### src/rtl/mips_pkg.sv
// Shared MIPS pipeline types and defaults: reset/exception vectors, the nop encoding,
// the fetch FSM states and the IF/ID payload.
package mips_pkg;
  localparam logic [31:0] RESET_PC_DEF   = 32'h0000_0000;
  localparam logic [31:0] EXC_VECTOR_DEF = 32'h8000_0004;
  localparam logic [31:0] NOP_INSTR      = 32'h0000_0000;

  typedef enum logic [1:0] {BOOT, RUN, HOLD} fetch_state_e;

  typedef struct packed {
    logic [31:0] instr;
    logic [31:0] pc_plus4;
    logic        valid;
  } if_id_t;

  function automatic logic [15:0] sat_inc16(input logic [15:0] v);
    return (v == 16'hFFFF) ? v : v + 16'd1;
  endfunction
endpackage

### src/rtl/fetch_pc_unit_if.sv
// Fetch-stage bus: pipeline control in, imem port and IF/ID state out.
// FETCH_EXC_EN adds the exception request and EPC.
interface fetch_pc_unit_if;
  logic        stall;
  logic        ex_is_branch;
  logic [31:0] ex_branch_target;
  logic [31:0] ex_pc_plus4;
  logic        id_jump;
  logic [31:0] id_jump_target;
  logic [31:0] imem_addr;
  logic [31:0] imem_rdata;
  logic [31:0] pc;
  logic [31:0] if_id_instr;
  logic [31:0] if_id_pc_plus4;
  logic        if_id_valid;
  logic        flush_id_ex;
  logic [15:0] redirect_cnt;
`ifdef FETCH_EXC_EN
  logic        exc_req;
  logic [31:0] epc;
`endif

  // master = the fetch unit, slave = the surrounding pipeline / memory
  modport master (
    input  stall, ex_is_branch, ex_branch_target, ex_pc_plus4,
           id_jump, id_jump_target, imem_rdata,
    output imem_addr, pc, if_id_instr, if_id_pc_plus4, if_id_valid,
           flush_id_ex, redirect_cnt
`ifdef FETCH_EXC_EN
    , input exc_req, output epc
`endif
  );

  modport slave (
    output stall, ex_is_branch, ex_branch_target, ex_pc_plus4,
           id_jump, id_jump_target, imem_rdata,
    input  imem_addr, pc, if_id_instr, if_id_pc_plus4, if_id_valid,
           flush_id_ex, redirect_cnt
`ifdef FETCH_EXC_EN
    , output exc_req, input epc
`endif
  );
endinterface

### src/rtl/fetch_pc_unit_if_id_reg.sv
// IF/ID pipeline register: reset > bubble > load > hold.
module if_id_reg
  import mips_pkg::*;
(
  input  logic   clk,
  input  logic   reset,
  input  logic   load,
  input  logic   bubble,
  input  if_id_t d,
  output if_id_t q
);
  always_ff @(posedge clk) begin
    if (reset || bubble) begin
      q.instr    <= NOP_INSTR;
      q.pc_plus4 <= '0;
      q.valid    <= 1'b0;
    end else if (load) begin
      q <= d;
    end
  end
endmodule

### src/rtl/fetch_pc_unit.sv
// IF stage: PC, next-PC priority mux, BOOT/RUN/HOLD FSM, redirect counter, IF/ID register.
// FETCH_EXC_EN adds an exception redirect to EXC_VECTOR that outranks a taken branch.
module fetch_pc_unit
  import mips_pkg::*;
#(
  parameter logic [31:0] RESET_PC   = RESET_PC_DEF
`ifdef FETCH_EXC_EN
  , parameter logic [31:0] EXC_VECTOR = EXC_VECTOR_DEF
`endif
) (
  input logic             clk,
  input logic             reset,
  fetch_pc_unit_if.master bus
);
  fetch_state_e state, state_nxt;
  logic [31:0]  pc_q, pc_nxt, pc_plus4;
  logic [15:0]  cnt_q;
  logic         taken, jump, active;
  logic         flush, cnt_inc, ifid_load, ifid_bubble;
  if_id_t       fetch_d, if_id_q;

  assign pc_plus4 = pc_q + 32'd4;
  assign taken    = bus.ex_is_branch && (bus.ex_branch_target != bus.ex_pc_plus4);
  assign jump     = bus.id_jump && if_id_q.valid;
  assign active   = (state != BOOT);

  assign fetch_d.instr    = bus.imem_rdata;
  assign fetch_d.pc_plus4 = pc_plus4;
  assign fetch_d.valid    = active;

  // BOOT fetches once with valid low, ignoring redirects and stalls
  always_comb begin
    state_nxt   = RUN;
    pc_nxt      = pc_plus4;
    ifid_load   = 1'b1;
    ifid_bubble = 1'b0;
    flush       = 1'b0;
    cnt_inc     = 1'b0;
    if (!active) begin
      state_nxt = RUN;
    end
`ifdef FETCH_EXC_EN
    else if (bus.exc_req) begin
      pc_nxt      = EXC_VECTOR;
      ifid_bubble = 1'b1;
      flush       = 1'b1;
    end
`endif
    else if (taken) begin
      pc_nxt      = bus.ex_branch_target;
      ifid_bubble = 1'b1;
      flush       = 1'b1;
      cnt_inc     = 1'b1;
    end else if (bus.stall) begin
      state_nxt = HOLD;
      pc_nxt    = pc_q;
      ifid_load = 1'b0;
    end else if (jump) begin
      pc_nxt      = bus.id_jump_target;
      ifid_bubble = 1'b1;
      cnt_inc     = 1'b1;
    end
  end

  always_ff @(posedge clk) begin
    if (reset) begin
      state <= BOOT;
      pc_q  <= RESET_PC;
      cnt_q <= '0;
    end else begin
      state <= state_nxt;
      pc_q  <= pc_nxt;
      if (cnt_inc) cnt_q <= sat_inc16(cnt_q);
    end
  end

`ifdef FETCH_EXC_EN
  logic [31:0] epc_q;
  // EPC names the instruction in ID, or the fetch PC when ID holds a bubble
  always_ff @(posedge clk) begin
    if (reset)                      epc_q <= '0;
    else if (active && bus.exc_req) epc_q <= if_id_q.valid ? if_id_q.pc_plus4 - 32'd4 : pc_q;
  end
  assign bus.epc = epc_q;
`endif

  if_id_reg u_if_id (
    .clk    (clk),
    .reset  (reset),
    .load   (ifid_load),
    .bubble (ifid_bubble),
    .d      (fetch_d),
    .q      (if_id_q)
  );

  assign bus.imem_addr      = pc_q;
  assign bus.pc             = pc_q;
  assign bus.if_id_instr    = if_id_q.instr;
  assign bus.if_id_pc_plus4 = if_id_q.pc_plus4;
  assign bus.if_id_valid    = if_id_q.valid;
  assign bus.flush_id_ex    = flush && !reset;
  assign bus.redirect_cnt   = cnt_q;
endmodule

### src/flat_wrapper.sv
// flat-port wrapper written by rule: the top's interface ports become plain ports
module fetch_pc_unit_flat import mips_pkg::*;
#(
  parameter logic [31:0] RESET_PC   = RESET_PC_DEF

)
  (clk, reset, bus_stall, bus_ex_is_branch, bus_ex_branch_target, bus_ex_pc_plus4, bus_id_jump, bus_id_jump_target, bus_imem_rdata, bus_imem_addr, bus_pc, bus_if_id_instr, bus_if_id_pc_plus4, bus_if_id_valid, bus_flush_id_ex, bus_redirect_cnt);
  fetch_pc_unit_if bus_i ();
  input logic clk;
  input logic reset;
  input wire logic [$bits(bus_i.stall)-1:0] bus_stall;
  input wire logic [$bits(bus_i.ex_is_branch)-1:0] bus_ex_is_branch;
  input wire logic [$bits(bus_i.ex_branch_target)-1:0] bus_ex_branch_target;
  input wire logic [$bits(bus_i.ex_pc_plus4)-1:0] bus_ex_pc_plus4;
  input wire logic [$bits(bus_i.id_jump)-1:0] bus_id_jump;
  input wire logic [$bits(bus_i.id_jump_target)-1:0] bus_id_jump_target;
  input wire logic [$bits(bus_i.imem_rdata)-1:0] bus_imem_rdata;
  output wire logic [$bits(bus_i.imem_addr)-1:0] bus_imem_addr;
  output wire logic [$bits(bus_i.pc)-1:0] bus_pc;
  output wire logic [$bits(bus_i.if_id_instr)-1:0] bus_if_id_instr;
  output wire logic [$bits(bus_i.if_id_pc_plus4)-1:0] bus_if_id_pc_plus4;
  output wire logic [$bits(bus_i.if_id_valid)-1:0] bus_if_id_valid;
  output wire logic [$bits(bus_i.flush_id_ex)-1:0] bus_flush_id_ex;
  output wire logic [$bits(bus_i.redirect_cnt)-1:0] bus_redirect_cnt;
  assign bus_i.stall = bus_stall;
  assign bus_i.ex_is_branch = bus_ex_is_branch;
  assign bus_i.ex_branch_target = bus_ex_branch_target;
  assign bus_i.ex_pc_plus4 = bus_ex_pc_plus4;
  assign bus_i.id_jump = bus_id_jump;
  assign bus_i.id_jump_target = bus_id_jump_target;
  assign bus_i.imem_rdata = bus_imem_rdata;
  assign bus_imem_addr = bus_i.imem_addr;
  assign bus_pc = bus_i.pc;
  assign bus_if_id_instr = bus_i.if_id_instr;
  assign bus_if_id_pc_plus4 = bus_i.if_id_pc_plus4;
  assign bus_if_id_valid = bus_i.if_id_valid;
  assign bus_flush_id_ex = bus_i.flush_id_ex;
  assign bus_redirect_cnt = bus_i.redirect_cnt;
  fetch_pc_unit #(.RESET_PC(RESET_PC)) u_core (.clk(clk), .reset(reset), .bus(bus_i));
endmodule
### config.mk
export PLATFORM = sky130hd
export DESIGN_NAME = fetch_pc_unit_flat
export DESIGN_NICKNAME = d
export VERILOG_FILES = /design/src/rtl/mips_pkg.sv /design/src/rtl/fetch_pc_unit_if.sv /design/src/rtl/fetch_pc_unit_if_id_reg.sv /design/src/rtl/fetch_pc_unit.sv /design/src/flat_wrapper.sv
export SDC_FILE = /design/constraint.sdc
export NUM_CORES = 1
export LEC_CHECK = 0
export BUFFER_PORTS_ARGS = -buffer_cell sky130_fd_sc_hd__buf_2
export CORE_ASPECT_RATIO = 2
export CORE_MARGIN = 2
export CORE_UTILIZATION = 45
export DETAILED_ROUTE_END_ITERATION = 8
export PLACE_DENSITY = 0.76
export SLEW_MARGIN = 0
export SYNTH_ARGS = -nofsm -noshare
export SYNTH_HDL_FRONTEND = slang
export SYNTH_SLANG_ARGS = --single-unit
export TNS_END_PERCENT = 100
### constraint.sdc
create_clock -name clk -period 6 [get_ports clk]
set_clock_uncertainty 0.1 [all_clocks]
set_input_delay 0.3 -clock clk [delete_from_list [all_inputs] [get_ports clk]]
set_output_delay 0.3 -clock clk [all_outputs]
set_load 0.005 [all_outputs]
==> key figures <==
Finish
  – Post-Route Utilization: 0.586
  – Layout cell share with drive strength beyond 1: 0.337
  – Cell area after layout: 8360 sq um
  – Filler cells: between 1000 and 1500
  – Area Growth Syn to Fin: 28.7%
  – Final Non-Filler Cells: 1254
  – Nets: 1183

Placed design
  – Number of port buffers: 278
  – Post-DP HPWL: 17600 um
  – Routability Congestion: 0.920
  – Post-Place Worst Slack: about 2.4 ns
  – Cells after DPL: 1221
  – Dpl cell area: about 7700 sq um

Synthesis
  – Mapped Cells: around 830
  – Post-synth EDFFs: 0
  – Post-synthesis net count: 964
  – Post-Syn Area: between 6000 and 7000 sq um
  – Largest family of logic cells by synthesized area: simple AND/OR/NAND/NOR gates
  – Synth Area in Simple Gates: 0.249
  – Post-synth cell types: 69
  – Top_reg_cell synth: dfxtp_1
  – Compound-gate portion of the synthesized area: 0.204
  – Synth Register Bits: between 100 and 150
  – Synth Area in XOR/XNOR: 0.0876
  – Async SR Flop Fraction: 0
  – Synth warn: 0
  – Adder-Cell Fraction of Synth Area: 0.00385
  – Register area share after synthesis: 0.354
  – Mean Syn Cell Area: just under 8 sq um
  – Multiplexer share of the synthesized area: 0.0221

Worst setup path
  – Crit path launch type: primary input
  – WP data required: 6.23 ns
  – Crit path max fanout: 84
  – Worst path cell trace: buf_2, xor2_1, nor4_1, nand4_1, o21ai_4, nand3_4, a211o_1, o211ai_1
  – CP top delay family: simple AND/OR/NAND/NOR gates
  – CP max stage cell: nand3_4
  – Crit Path Class: in2reg
  – Arr. time, crit path: 3.49 ns
  – Slowest stage delay, CP: 0.86 ns
  – Crit. End Element: flop
  – Critical path buffers and inverters: 1

Floorplanning
  – Starting Density: 0.455
  – Die H: 174 um
  – Rows: 62
  – Die width: 89.0 um
  – Area of the die: 15500 sq um
  – Num ports: 279
  – Core area: 14300 sq um

Route
  – Total wire length: 24100 um
  – Post-route ant nets: 0
  – DRC viols: 0
  – Avg Vias per Cell: 5.67
  – Number of DRC markers in iteration 0: around 500
  – TritonRoute pass-1 iters: 7
  – Vias post-DR: 7110
  – WL per Instance: ~19 um

Global route
  – Largest net degree at the start of global routing: 85
  – Initial antenna violation count: 1
  – First-pass GRT wire length: 35700 um
  – Gr ovfl total: 0
  – GRT Total Usage: 0.305
  – Vias in the first global route: 6613

Power and ir drop
  – Pwr Density: 275 nW/um^2
  – VDD IR max: approximately 0.21 mV
  – LEAKAGE: roughly 3.8 nW
  – Overall Power: 2.30 mW

Clocking
  – Clock sinks: 115
  – Clk Tree Root Cell: clkbuf_16
  – Post-CTS setup buffers: 0
  – Hold Buf Count CTS: 0
  – Post-CTS Resized: 0
  – CTS clk-pin slew, worst paths: 0.06 ns
  – CTS tree: done
  – Clock latency on the worst-skew pair: 0.42 ns
  – Number of H-tree levels: 4
  – Cts bufs inserted: 17
  – Max Buffers Root-to-Sink: 2

Timing
  – Hold Fails Final Rpt: 0
  – Min Tclk post-route: about 3.3 ns
  – Setup Viol. Count Final: 0
  – Slew Limit Fails: 0
  – Worst hold slack: 0.0226 ns
  – Setup TNS: 0 ns
  – Tightest Pin Transition: 1.03 ns
  – RSZ-0062 raised after global routing: false
  – Relative slew slack: 0.313
  – Setup ws final: approximately 2.7 ns
  – Period utilization: 0.543
  – Fmax: 307 MHz

Outcome
  – Status: finished clean

Min path
  – Hold Path Class: in2reg

Job
  – Max-cap violations: 0
## tightest hold or removal path, cell delays in order
cell and delay (ns):
buf_2 0.09, nand2_1 0.04, a21oi_1 0.05
## synthesized netlist by cell type, types with 6 or more instances
cell / count / area [sq um]
nand4_1: 10 / 62.6
nand2b_1: 7 / 43.8
buf_4: 36 / 270
nor3_1: 13 / 65.1
and3_1: 11 / 68.8
clkbuf_1: 33 / 124
dfxtp_1: 115 / 2300
a211oi_1: 16 / 120
a31oi_1: 6 / 37.5
a22oi_1: 6 / 45.0
o21ai_0: 31 / 155
or3_1: 6 / 37.5
and4_1: 6 / 52.6
xnor2_1: 20 / 175
xor2_1: 45 / 394
inv_1: 6 / 22.5
o31ai_1: 6 / 45.0
mux2_2: 7 / 78.8
nand3_1: 23 / 115
buf_2: 10 / 50.1
a211oi_2: 13 / 163
nand2_1: 125 / 469
nor2_1: 108 / 405
a21oi_1: 71 / 355
nor4_1: 12 / 75.1
## area by class of cell
class,instances,area [sq um],area share
Sequential cell,115,2300,0.275
Inverter,6,22.5,0.00269
Multi-Input combinational cell,622,3710,0.443
Clock buffer,19,453,0.0542
Timing Repair Buffer,286,1450,0.174
Antenna cell,1,2.50,0.000299
Clock inverter,13,183,0.0218
Tap cell,192,240,0.0287
## cell usage in the layout (no fill, tap or decap), types with 3 or more instances in the layout
master / count
o311ai_0: 3
nand2b_1: 7
o211ai_1: 5
nor4_1: 12
nor3_1: 13
nand2_1: 125
a21oi_1: 71
dfxtp_1: 115
a211oi_1: 16
clkinvlp_4: 4
a311oi_1: 4
o21ai_0: 31
clkbuf_16: 17
o221ai_1: 3
xor2_1: 45
o22ai_1: 4
a211oi_2: 13
inv_1: 6
buf_4: 8
nand4_1: 10
xnor2_1: 20
and3_1: 11
buf_2: 278
or4_1: 5
clkinv_2: 3
a31oi_1: 6
mux2i_1: 5
nor2b_1: 3
and2_1: 3
mux2_2: 7
a22oi_1: 6
nor2_1: 107
a211o_1: 3
bufinv_16: 4
and4_1: 6
nand3_1: 22
or3_1: 6
o31ai_1: 6
## where the power goes
part	leakage (nW)	internal (mW)	total (mW)	switching, mW
Sequential	0.942	0.808	0.860	0.0515
Combinational	2.54	0.146	0.345	0.200
Clock	0.301	0.715	1.09	0.379
## kinds of logic after synthesis
family	count (synthesis)
AOI/OAI and AO/OA	196
DFF	115
adders and majority gates	2
buffers and inverters	92
muxes	13
and+or+nand+nor	346
xor gates and xnor gates	65
## flip-flops by register name, summed over array words and instances (netlist names)
name,cells
u_core.bus.redirect_cnt,16
u_core.u_if_id.q,65
u_core.bus.imem_addr,32
u_core.state,2
## routing by layer
layer  share of wire  vias up  global-route usage
met5               0        -                   0
met4           0.069        0               0.199
met3           0.076       88              0.0717
met2            0.50      371               0.506
met1            0.36     3328               0.335
li1                -     3323                   -
## path summary, 6_finish.rpt
path / from / to / slack [ns] / depth (start not counted)
hold reg to reg: u_core.u_if_id.q[64]$_SDFFE_PP0P_ / u_core.u_if_id.q[64]$_SDFFE_PP0P_ / 0.34 / 2
hold / removal: bus_imem_rdata[1] / u_core.u_if_id.q[34]$_SDFFE_PP0P_ / 0.02 / 3
setup reg to reg: u_core.bus.imem_addr[2]$_SDFFE_PP0P_ / u_core.bus.imem_addr[24]$_SDFFE_PP0P_ / 2.86 / 8
setup / recovery: bus_ex_pc_plus4[29] / u_core.bus.imem_addr[31]$_SDFFE_PP0P_ / 2.74 / 8
Note: power is estimated with default switching activity, not from simulation.
